<file path="config.mk">
export PLATFORM = sky130hd
export DESIGN_NAME = trap_unit_flat
export DESIGN_NICKNAME = d
export VERILOG_FILES = /design/src/rtl/trap_unit_if.sv /design/src/rtl/trap_unit.sv /design/src/flat_wrapper.sv
export SDC_FILE = /design/constraint.sdc
export NUM_CORES = 1
export LEC_CHECK = 0
export BUFFER_PORTS_ARGS = -buffer_cell sky130_fd_sc_hd__clkbuf_2
export CAP_MARGIN = 30
export CELL_PAD_IN_SITES_DETAIL_PLACEMENT = 0
export CELL_PAD_IN_SITES_GLOBAL_PLACEMENT = 2
export CORE_UTILIZATION = 25
export DETAILED_ROUTE_END_ITERATION = 10
export PLACE_DENSITY = 0.8
export SYNTH_ARGS = -nofsm -noshare
export SYNTH_HDL_FRONTEND = slang
export SYNTH_SLANG_ARGS = --single-unit
export TNS_END_PERCENT = 10
</file>
<file path="constraint.sdc">
create_clock -name clk_i -period 6.01 [get_ports clk_i]
set_clock_uncertainty 0.1 [all_clocks]
set_input_delay 0.3005 -clock clk_i [delete_from_list [all_inputs] [get_ports clk_i]]
set_output_delay 0.3005 -clock clk_i [all_outputs]
set_load 0.05 [all_outputs]
</file>
<file path="src/rtl/trap_unit_if.sv">
// Commit-side trap event, CSR port and fetch-redirect bundle between pipeline and trap_unit.
interface trap_unit_if #(
  parameter int unsigned XLEN = 32
);
  logic            exception_valid_i;
  logic [3:0]      exception_cause_i;
  logic [XLEN-1:0] exception_pc_i;
  logic [XLEN-1:0] exception_tval_i;
  logic            commit_valid_i;
  logic [XLEN-1:0] commit_next_pc_i;
  logic            interrupt_machine_software_i;
  logic            interrupt_machine_timer_i;
  logic            interrupt_machine_external_i;
  logic            mret_i;
  logic [11:0]     csr_addr_i;
  logic            csr_wr_en_i;
  logic [XLEN-1:0] csr_wdata_i;
  logic [XLEN-1:0] csr_rdata_o;
  logic            redirect_valid_o;
  logic [XLEN-1:0] redirect_pc_o;
  logic            flush_pipeline_o;
  logic            trap_busy_o;

  modport master (
    output exception_valid_i, exception_cause_i, exception_pc_i, exception_tval_i,
           commit_valid_i, commit_next_pc_i, interrupt_machine_software_i,
           interrupt_machine_timer_i, interrupt_machine_external_i, mret_i,
           csr_addr_i, csr_wr_en_i, csr_wdata_i,
    input  csr_rdata_o, redirect_valid_o, redirect_pc_o, flush_pipeline_o, trap_busy_o
  );

  modport slave (
    input  exception_valid_i, exception_cause_i, exception_pc_i, exception_tval_i,
           commit_valid_i, commit_next_pc_i, interrupt_machine_software_i,
           interrupt_machine_timer_i, interrupt_machine_external_i, mret_i,
           csr_addr_i, csr_wr_en_i, csr_wdata_i,
    output csr_rdata_o, redirect_valid_o, redirect_pc_o, flush_pipeline_o, trap_busy_o
  );
endinterface

</file>
<file path="src/rtl/trap_unit.sv">
// M-mode trap/mret sequencer and trap CSRs; redirect+flush one cycle after the event, no backpressure
// (events are ignored while busy). VECTORED_MTVEC_EN enables vectored mtvec for interrupts.
module trap_unit #(
  parameter int unsigned     XLEN        = 32,
  parameter logic [XLEN-1:0] RESET_MTVEC = 32'h0000_0000
) (
  input logic        clk_i,
  input logic        rst_i,
  trap_unit_if.slave bus
);
  localparam logic [11:0] ADDR_MSTATUS = 12'h300;
  localparam logic [11:0] ADDR_MIE     = 12'h304;
  localparam logic [11:0] ADDR_MTVEC   = 12'h305;
  localparam logic [11:0] ADDR_MEPC    = 12'h341;
  localparam logic [11:0] ADDR_MCAUSE  = 12'h342;
  localparam logic [11:0] ADDR_MTVAL   = 12'h343;
  localparam logic [11:0] ADDR_MIP     = 12'h344;
  localparam logic [XLEN-1:0] IRQ_MASK   = {{(XLEN-12){1'b0}}, 12'h888};
  localparam logic [XLEN-1:0] ALIGN_MASK = {{(XLEN-2){1'b1}}, 2'b00};

  typedef enum logic {IDLE = 1'b0, REDIRECT = 1'b1} state_t;
  state_t state_q, state_d;

  logic            mstatus_mie_q, mstatus_mpie_q;
  logic [XLEN-1:0] mie_q, mtvec_q, mepc_q, mcause_q, mtval_q;
  logic [XLEN-1:0] redirect_pc_q, redirect_pc_d;
  logic [XLEN-1:0] mip_w, pending;
  logic            take_exc, take_mret, take_irq;
  logic [3:0]      irq_cause;
  logic [XLEN-1:0] trap_base, trap_target;

  always_comb begin
    mip_w     = '0;
    mip_w[3]  = bus.interrupt_machine_software_i;
    mip_w[7]  = bus.interrupt_machine_timer_i;
    mip_w[11] = bus.interrupt_machine_external_i;
  end

  assign pending   = mip_w & mie_q;
  assign irq_cause = pending[11] ? 4'd11 : (pending[3] ? 4'd3 : 4'd7);

  assign take_exc  = (state_q == IDLE) && bus.exception_valid_i;
  assign take_mret = (state_q == IDLE) && !bus.exception_valid_i && bus.mret_i;
  assign take_irq  = (state_q == IDLE) && !bus.exception_valid_i && !bus.mret_i &&
                     mstatus_mie_q && bus.commit_valid_i && (|pending);

  assign trap_base = mtvec_q & ALIGN_MASK;
`ifdef VECTORED_MTVEC_EN
  // Only interrupts are vectored; exceptions always land on the base.
  assign trap_target = (take_irq && (mtvec_q[1:0] == 2'b01)) ?
                       trap_base + {{(XLEN-6){1'b0}}, irq_cause, 2'b00} : trap_base;
`else
  assign trap_target = trap_base;
`endif

  always_comb begin
    state_d       = state_q;
    redirect_pc_d = '0;
    case (state_q)
      IDLE: begin
        if (take_exc || take_irq) begin
          state_d       = REDIRECT;
          redirect_pc_d = trap_target;
        end else if (take_mret) begin
          state_d       = REDIRECT;
          redirect_pc_d = mepc_q;
        end
      end
      REDIRECT: state_d = IDLE;
      default:  state_d = IDLE;
    endcase
  end

  always_ff @(posedge clk_i) begin
    if (rst_i) begin
      state_q       <= IDLE;
      redirect_pc_q <= '0;
    end else begin
      state_q       <= state_d;
      redirect_pc_q <= redirect_pc_d;
    end
  end

  assign bus.redirect_valid_o = (state_q == REDIRECT);
  assign bus.flush_pipeline_o = (state_q == REDIRECT);
  assign bus.trap_busy_o      = (state_q != IDLE);
  assign bus.redirect_pc_o    = redirect_pc_q;

  // Software write first, hardware update second: the later NBA wins on shared fields.
  always_ff @(posedge clk_i) begin
    if (rst_i) begin
      mstatus_mie_q  <= 1'b0;
      mstatus_mpie_q <= 1'b0;
      mie_q          <= '0;
`ifdef VECTORED_MTVEC_EN
      mtvec_q        <= RESET_MTVEC;
`else
      mtvec_q        <= RESET_MTVEC & ALIGN_MASK;
`endif
      mepc_q         <= '0;
      mcause_q       <= '0;
      mtval_q        <= '0;
    end else begin
      if (bus.csr_wr_en_i) begin
        case (bus.csr_addr_i)
          ADDR_MSTATUS: begin
            mstatus_mie_q  <= bus.csr_wdata_i[3];
            mstatus_mpie_q <= bus.csr_wdata_i[7];
          end
          ADDR_MIE: mie_q <= bus.csr_wdata_i & IRQ_MASK;
`ifdef VECTORED_MTVEC_EN
          ADDR_MTVEC: begin
            if (bus.csr_wdata_i[1]) mtvec_q <= {bus.csr_wdata_i[XLEN-1:2], mtvec_q[1:0]};
            else                    mtvec_q <= bus.csr_wdata_i;
          end
`else
          ADDR_MTVEC: mtvec_q <= bus.csr_wdata_i & ALIGN_MASK;
`endif
          ADDR_MEPC:   mepc_q   <= bus.csr_wdata_i & ALIGN_MASK;
          ADDR_MCAUSE: mcause_q <= bus.csr_wdata_i;
          ADDR_MTVAL:  mtval_q  <= bus.csr_wdata_i;
          default: ;
        endcase
      end
      if (take_exc || take_irq) begin
        mepc_q         <= (take_exc ? bus.exception_pc_i : bus.commit_next_pc_i) & ALIGN_MASK;
        mcause_q       <= take_exc ? {1'b0, {(XLEN-5){1'b0}}, bus.exception_cause_i}
                                   : {1'b1, {(XLEN-5){1'b0}}, irq_cause};
        mtval_q        <= take_exc ? bus.exception_tval_i : '0;
        mstatus_mpie_q <= mstatus_mie_q;
        mstatus_mie_q  <= 1'b0;
      end else if (take_mret) begin
        mstatus_mie_q  <= mstatus_mpie_q;
        mstatus_mpie_q <= 1'b1;
      end
    end
  end

  always_comb begin
    bus.csr_rdata_o = '0;
    case (bus.csr_addr_i)
      ADDR_MSTATUS: begin
        bus.csr_rdata_o[12:11] = 2'b11;
        bus.csr_rdata_o[7]     = mstatus_mpie_q;
        bus.csr_rdata_o[3]     = mstatus_mie_q;
      end
      ADDR_MIE:    bus.csr_rdata_o = mie_q;
      ADDR_MTVEC:  bus.csr_rdata_o = mtvec_q;
      ADDR_MEPC:   bus.csr_rdata_o = mepc_q;
      ADDR_MCAUSE: bus.csr_rdata_o = mcause_q;
      ADDR_MTVAL:  bus.csr_rdata_o = mtval_q;
      ADDR_MIP:    bus.csr_rdata_o = mip_w;
      default:     bus.csr_rdata_o = '0;
    endcase
  end
endmodule
</file>
<file path="src/flat_wrapper.sv">
// flat-port wrapper written by rule: the top's interface ports become plain ports
module trap_unit_flat 
#(
  parameter int unsigned     XLEN        = 32,
  parameter logic [XLEN-1:0] RESET_MTVEC = 32'h0000_0000
)
  (clk_i, rst_i, bus_exception_valid_i, bus_exception_cause_i, bus_exception_pc_i, bus_exception_tval_i, bus_commit_valid_i, bus_commit_next_pc_i, bus_interrupt_machine_software_i, bus_interrupt_machine_timer_i, bus_interrupt_machine_external_i, bus_mret_i, bus_csr_addr_i, bus_csr_wr_en_i, bus_csr_wdata_i, bus_csr_rdata_o, bus_redirect_valid_o, bus_redirect_pc_o, bus_flush_pipeline_o, bus_trap_busy_o);
  trap_unit_if #(.XLEN(XLEN)) bus_i ();
  input logic clk_i;
  input logic rst_i;
  input wire logic [$bits(bus_i.exception_valid_i)-1:0] bus_exception_valid_i;
  input wire logic [$bits(bus_i.exception_cause_i)-1:0] bus_exception_cause_i;
  input wire logic [$bits(bus_i.exception_pc_i)-1:0] bus_exception_pc_i;
  input wire logic [$bits(bus_i.exception_tval_i)-1:0] bus_exception_tval_i;
  input wire logic [$bits(bus_i.commit_valid_i)-1:0] bus_commit_valid_i;
  input wire logic [$bits(bus_i.commit_next_pc_i)-1:0] bus_commit_next_pc_i;
  input wire logic [$bits(bus_i.interrupt_machine_software_i)-1:0] bus_interrupt_machine_software_i;
  input wire logic [$bits(bus_i.interrupt_machine_timer_i)-1:0] bus_interrupt_machine_timer_i;
  input wire logic [$bits(bus_i.interrupt_machine_external_i)-1:0] bus_interrupt_machine_external_i;
  input wire logic [$bits(bus_i.mret_i)-1:0] bus_mret_i;
  input wire logic [$bits(bus_i.csr_addr_i)-1:0] bus_csr_addr_i;
  input wire logic [$bits(bus_i.csr_wr_en_i)-1:0] bus_csr_wr_en_i;
  input wire logic [$bits(bus_i.csr_wdata_i)-1:0] bus_csr_wdata_i;
  output wire logic [$bits(bus_i.csr_rdata_o)-1:0] bus_csr_rdata_o;
  output wire logic [$bits(bus_i.redirect_valid_o)-1:0] bus_redirect_valid_o;
  output wire logic [$bits(bus_i.redirect_pc_o)-1:0] bus_redirect_pc_o;
  output wire logic [$bits(bus_i.flush_pipeline_o)-1:0] bus_flush_pipeline_o;
  output wire logic [$bits(bus_i.trap_busy_o)-1:0] bus_trap_busy_o;
  assign bus_i.exception_valid_i = bus_exception_valid_i;
  assign bus_i.exception_cause_i = bus_exception_cause_i;
  assign bus_i.exception_pc_i = bus_exception_pc_i;
  assign bus_i.exception_tval_i = bus_exception_tval_i;
  assign bus_i.commit_valid_i = bus_commit_valid_i;
  assign bus_i.commit_next_pc_i = bus_commit_next_pc_i;
  assign bus_i.interrupt_machine_software_i = bus_interrupt_machine_software_i;
  assign bus_i.interrupt_machine_timer_i = bus_interrupt_machine_timer_i;
  assign bus_i.interrupt_machine_external_i = bus_interrupt_machine_external_i;
  assign bus_i.mret_i = bus_mret_i;
  assign bus_i.csr_addr_i = bus_csr_addr_i;
  assign bus_i.csr_wr_en_i = bus_csr_wr_en_i;
  assign bus_i.csr_wdata_i = bus_csr_wdata_i;
  assign bus_csr_rdata_o = bus_i.csr_rdata_o;
  assign bus_redirect_valid_o = bus_i.redirect_valid_o;
  assign bus_redirect_pc_o = bus_i.redirect_pc_o;
  assign bus_flush_pipeline_o = bus_i.flush_pipeline_o;
  assign bus_trap_busy_o = bus_i.trap_busy_o;
  trap_unit #(.XLEN(XLEN), .RESET_MTVEC(RESET_MTVEC)) u_core (.clk_i(clk_i), .rst_i(rst_i), .bus(bus_i));
endmodule
</file>
==> metrics.csv, run 1 <==
metric,value,unit
tns,0,ns
synth-compound-area-share,20.66,%
status,"finished, final reports clean",
rr_endpoint,u_core.mstatus_mpie_q,
crit_arrival,2.91,ns
cp_num_cells,6,
cts_root_buffer,clkbuf_16,
synth_area_leaders,"dfxtp_1, nand2_1, mux2_2, a21oi_1, mux2i_1",
path_cells,clkbuf_2 > nor3_2 > and4_2 > a21oi_1 > o21ai_0 > clkbuf_2,
dieArea,32800,um^2
slowest_delay,1.05,ns
critical-path-slowest-cell,and4_2,
post-route-period-util,55.13,%
first_pass_iters,5,
fin_nets,1315,
io_pins,220,
p_per_area,257.2,nW/um^2
rsz0062_at_grt,false,
startpoint_type,input pin,
hp-class,in2reg,
netlist.area_leader.share,39.94,%
r2r_cells,6,
critPathBufInv,2,
grt_pass1_vias,7973,
grt_pass1_wl,48.30,mm
synth-simple-area-share,20.34,%
synth_area_leader_cell,dfxtp_1,
dp.cells,1545,
gp_congestion,0.7914,
vias_per_cell,5.033,
synth.cell_area,8020,um^2
vias,7937,
synth_top_family_by_area,compound AO/OA/AOI/OAI gates,
track_usage,19.47,%
r2r_setup_slack,3.00,ns
area_growth,25.32,%
layout_min_cycle_time,3.313,ns
critPathKind,in2out,
cts_made_buffers,17,
setup_viol_count_final,0,
first_iter_violations,456,
netlist_instances,1005,
ys_ff_latch,160,
worstSetupEndpointType,primary output,
wl,31.49,mm
async_flop_share,0,%
cp-startpoint,bus_csr_addr_i[5],
crit_family,simple AND/OR/NAND/NOR gates,
avgRoutedWirePerCell,19.97,um
synthXorXnorAreaFrac,0,%
relSlewSlack,32.08,%
io_buffers,213,
fmax,301.8,MHz
worstSetupEndpoint,bus_csr_rdata_o[11],
antenna_found_initial,0,
insertion_delay,0.42,ns
drc_errors,0,
clock-sinks,160,
core,31560,um^2
grt_max_degree,85,
hpwl,20.29,mm
start_util,25.42,%
row_count,65,
die_y,181.1,um
cts_tree,yes,
fillers,3381,
fin_cells,1577,
hold_viol,0,
ys_types,46,
grt.overflow.total,0,
clk_pin_slew,0.08,ns
synth.area.mux_share,13.76,%
cts_resized,0,
die_w,181.1,um
synth_most_common_cell,nand2_1,
post_cts_buffers,0,
ys_seq_area_share,39.94,%
crit_fanout,32,
synth_fa_ha_area_share,0,%
htreeDepth,4,
total_power,0.002585,W
crit_top_cell,clkbuf_2,
slew_violations,0,
reg2reg_from,u_core.bus.flush_pipeline_o,
ant_nets,0,
syn_avg_cell_area,7.980,um^2
cts_buffer_depth,2,
synth_common_cells,"nand2_1, dfxtp_1, a21oi_1, clkbuf_1, mux2_2",
leakagePower,3.997,nW
peakVddDrop,190.2,uV
synthFlopType,dfxtp_1,
crit_required,5.61,ns
maxCapViolations,0,
ctsHoldBuffers,0,
drive_gt1_share,29.53,%
ys.warnings.count,0,
synth_edf_count,0,
antennaDiodeCount,0,
worst_slew_pin_slew,1.016,ns
==> tightest hold or removal path, cell delays in order <==
cell	delay, ns
clkbuf_2	0.12
nand2_1	0.06
a21oi_1	0.05
==> worst min path at each step <==
stage / from / end / slack [ns] / cells after the start
2_1_floorplan: u_core.mcause_q[10] / u_core.mcause_q[10] / 0.33 / 2
5_1_grt: bus_csr_wdata_i[5] / u_core.mcause_q[5] / 0.02 / 3
6_report: bus_csr_wdata_i[6] / u_core.mcause_q[6] / 0.04 / 3
4_1_cts: bus_csr_wdata_i[5] / u_core.mcause_q[5] / 0.02 / 3
3_5_place_dp: u_core.mcause_q[14] / u_core.mcause_q[14] / 0.35 / 2
3_3_place_gp: u_core.mcause_q[12] / u_core.mcause_q[12] / 0.34 / 2
==> placed cells by master (no fill, tap or decap), types with 4 or more instances in the layout <==
master / n
nand2_1: 225
clkbuf_2: 212
dfxtp_1: 160
a21oi_1: 112
mux2_2: 66
o21ai_0: 64
nor2_1: 46
mux2i_1: 36
nor2b_1: 35
nand3_1: 31
a31oi_1: 30
a221o_1: 27
clkbuf_16: 17
buf_4: 16
a22oi_1: 15
nand4_1: 6
inv_8: 5
and4_2: 4
==> metrics by stage <==
step | area [um^2] | setup WS (ns) | hold WS [ns] | utilization [%]
floorplan | 8024 | 3.389 | 0.3317 | -
global placement | 9403 | 2.690 | 0.3385 | 29.80
detailed placement | 9463 | 2.661 | 0.3453 | 29.99
CTS | 10050 | 2.680 | 0.02006 | 31.85
global route | 10050 | 2.564 | 0.02442 | 31.85
finish | 10050 | 2.697 | 0.04181 | 31.85
==> kinds of logic (layout without fill, tap and decap cells) <==
family | Yosys count | in the layout
and+or+nand+nor | 371 | 371
DFF | 160 | 160
buffers and inverters | 98 | 267
other | 1 | 2
muxes | 102 | 102
AOI/OAI and AO/OA | 273 | 273
==> state kept, by name, summed over array words and instances, names as in the netlist <==
name                         flops
u_core.bus.flush_pipeline_o      1
u_core.bus.redirect_pc_o        30
u_core.mcause_q                 32
u_core.mepc_q                   30
u_core.mie_q                     3
u_core.mstatus_mie_q             1
u_core.mstatus_mpie_q            1
u_core.mtval_q                  32
u_core.mtvec_q                  30
==> power by group <==
group | internal (W) | leakage, nW | switching [W]
Combinational | 0.000137 | 2.40 | 0.000216
Sequential | 0.00110 | 1.30 | 0.0000264
Clock | 0.000560 | 0.290 | 0.000544
==> per-layer routing <==
| metal | share of wire (%) | wire [um] | track usage, % | vias up |
|---|---|---|---|---|
| met4 | 1.1 | 335 | 4.102 | 0 |
| met5 | 0 | 0 | 0 | - |
| met2 | 46 | 14460 | 31.78 | 265 |
| met3 | 5.3 | 1679 | 3.306 | 23 |
| met1 | 48 | 15010 | 26.76 | 3801 |
| li1 | - | - | - | 3848 |
==> cell type report <==
class	instances	area, um^2	area share, %
Clock buffer	17	425.4	4.233
Clock inverter	15	162.7	1.618
Inverter	3	11.26	0.1120
Multi-Input combinational cell	748	4499	44.77
Sequential cell	160	3203	31.87
Tap cell	402	503.0	5.004
Timing Repair Buffer	232	1246	12.40
Note: power is estimated with default switching activity, not from simulation.
==> run 2: changes to the inputs <==
==> constraint.sdc (replaced) <==
create_clock -name clk_i -period 3.25 [get_ports clk_i]
set_clock_uncertainty 0.1 [all_clocks]
set_input_delay 0.1625 -clock clk_i [delete_from_list [all_inputs] [get_ports clk_i]]
set_output_delay 0.1625 -clock clk_i [all_outputs]
set_load 0.05 [all_outputs]
==> metrics.csv, run 2 (synthesis gave the netlist of run 1 again) <==
metric,value,unit,change
clock-sinks,160,,unchanged
start_util,25.42,%,unchanged
grt_util_met3,4.152,%,+0.85 points
worst_slew_pin_slew,0.9448,ns,-0.07099 ns
hold_path_end,u_core.mtval_q[10],,
maxCapViolations,0,,unchanged
slowest_delay,0.71,ns,-0.34 ns
cts_tree,yes,,
ant_nets,0,,unchanged
worstSetupEndpointType,flop,,
first_pass_iters,5,,unchanged
slew_violations,0,,unchanged
wl,31.44,mm,-0.13%
r2r_setup_slack,0.49,ns,-2.51 ns
grt_max_degree,85,,unchanged
area_growth,35.82,%,
clk_pin_slew,0.08,ns,about the same
crit_arrival,3.03,ns,+0.12 ns
post_cts_buffers,0,,unchanged
cts_made_buffers,17,,unchanged
tns,0,ns,unchanged
rr_endpoint,u_core.mcause_q[1],,
drc_errors,0,,unchanged
hp-class,in2reg,,
holdCritStartpoint,bus_exception_tval_i[10],,
avgRoutedWirePerCell,19.35,um,-3.1%
fin_hold_ws,0.01970,ns,-0.02211 ns
layout_min_cycle_time,2.762,ns,
vias_per_cell,5.014,,-0.39%
insertion_delay,0.42,ns,about the same
first_iter_violations,638,,+40%
p_per_area,440.2,nW/um^2,+71%
grt_util_met2,31.95,%,+0.17 points
reg_top3,"u_core.mcause_q x32, u_core.mtval_q x32",,
grt.busiest_layer,met2,,
ctsHoldBuffers,34,,+34
seq_power_share,43.5,%,about the same
comb_power_share,14.6,%,+0.9 points
critPathBufInv,3,,+1
status,"finished, final reports clean",,
vias,8147,,+2.6%
htreeDepth,4,,unchanged
clock_power_share,41.9,%,-0.8 points
core,31560,um^2,unchanged
startpoint_type,flop,,
hpwl,20.98,mm,+3.4%
critPathKind,reg2reg,,
setup_viol_count_final,0,,unchanged
p_int,0.003361,W,+87%
most-common-layout-cells,"nand2_1, clkbuf_2, dfxtp_1",,
r2r_cells,6,,unchanged
post-route-period-util,84.98,%,
peakVddDrop,342.0,uV,+80%
die_y,181.1,um,unchanged
reg2reg_from,u_core.bus.flush_pipeline_o,,
relSlewSlack,36.88,%,+4.8 points
crit_required,3.52,ns,-2.09 ns
cts_resized,0,,unchanged
grt_use_met1,26.17,%,-0.59 points
crit_fanout,66,,+110%
p_switching,0.001435,W,+82%
dp.cells,1559,,+0.91%
drive_gt1_share,29.52,%,about the same
path_cells,nand2b_4 > buf_12 > o311ai_4 > buf_4 > o22ai_1 > dlygate4sd3_1,,
antenna_found_initial,3,,+3
hold_depth,4,,+1
antennaDiodeCount,0,,unchanged
leakagePower,4.307,nW,+7.8%
io_buffers,213,,unchanged
cts_buffer_depth,2,,unchanged
fin_nets,1363,,+3.7%
track_usage,19.39,%,-0.080 points
grt.overflow.total,0,,unchanged
rsz0062_at_grt,false,,
dieArea,32800,um^2,unchanged
mostFrequentLayoutCell,nand2_1,,
hold_viol,0,,unchanged
row_count,65,,unchanged
gp_congestion,0.8054,,+1.8%
fmax,362.1,MHz,
io_pins,220,,unchanged
die_w,181.1,um,unchanged
grt_pass1_vias,8051,,+0.98%
fin_cells,1625,,+3.0%
crit_family,buffers and inverters,,
critical-path-slowest-cell,dfxtp_1,,
cts_root_buffer,clkbuf_16,,
grt_pass1_wl,48.11,mm,-0.40%
switching_share,29.92,%,-0.54 points
==> run 2: cell count changes in the layout (fill, tap and decap cells not counted), moves of 2 or more <==
| cell | delta |
|---|---|
| inv_8 | -2 |
| clkbuf_2 | -24 |
| buf_16 | +2 |
| buf_4 | +12 |
| dlygate4sd3_1 | +34 |
| buf_12 | +23 |
==> run 2: cell type report <==
| type | count | area (um^2) |
|---|---|---|
| Clock buffer | 17 | 425.4 |
| Clock inverter | 15 | 163.9 |
| Fill cell | 3367 | 20660 |
| Inverter | 3 | 11.26 |
| Multi-Input combinational cell | 748 | 4499 |
| Sequential cell | 160 | 3203 |
| Tap cell | 402 | 503.0 |
| Timing Repair Buffer | 280 | 2087 |
==> run 2: power by group through the flow <==
stage                     Combinational [W]  Sequential [W]  Clock [W]
after floorplan                    0.000365         0.00215          0
after global placement             0.000655         0.00213          0
after detailed placement           0.000671         0.00213          0
after CTS                          0.000706         0.00209    0.00205
after global routing               0.000761         0.00210    0.00214
final                              0.000700         0.00209    0.00201
==> run 2: per-stage QoR <==
| stage | util, % | total power [W] | worst slack [ns] | instance area, um^2 |
|---|---|---|---|---|
| final | 34.52 | 0.004795 | 0.4881 | 10890 |
| after floorplan | - | 0.002512 | 0.7590 | 8024 |
| after CTS | 34.52 | 0.004843 | 0.4907 | 10890 |
| after global routing | 34.52 | 0.005001 | 0.3213 | 10890 |
| after global placement | 31.35 | 0.002785 | 0.6040 | 9893 |
| after detailed placement | 31.57 | 0.002803 | 0.7381 | 9963 |
==> run 2: worst max path at each step <==
stage                                     start                   to  slack [ns]  cells after the start
global placement    u_core.bus.flush_pipeline_o   u_core.mtval_q[21]        0.60                      4
detailed placement           bus_csr_addr_i[10]  bus_csr_rdata_o[21]        0.74                      6
floorplan           u_core.bus.flush_pipeline_o    u_core.mepc_q[23]        0.76                      7
CTS                 u_core.bus.flush_pipeline_o   u_core.mcause_q[1]        0.49                      6
global route        u_core.bus.flush_pipeline_o   u_core.mcause_q[1]        0.32                      6
finish              u_core.bus.flush_pipeline_o   u_core.mcause_q[1]        0.49                      6
==> run 2: metal layers <==
metal	part of all wire (%)	wire [um]
met1	46	14530
met2	47	14750
met3	6.1	1918
met4	0.66	206
met5	0.11	36
==> run 2: worst min-delay path, stage by stage <==
cell,delay [ns]
clkbuf_2,0.07
nand2_1,0.04
a21oi_1,0.10
mux2_2,0.14
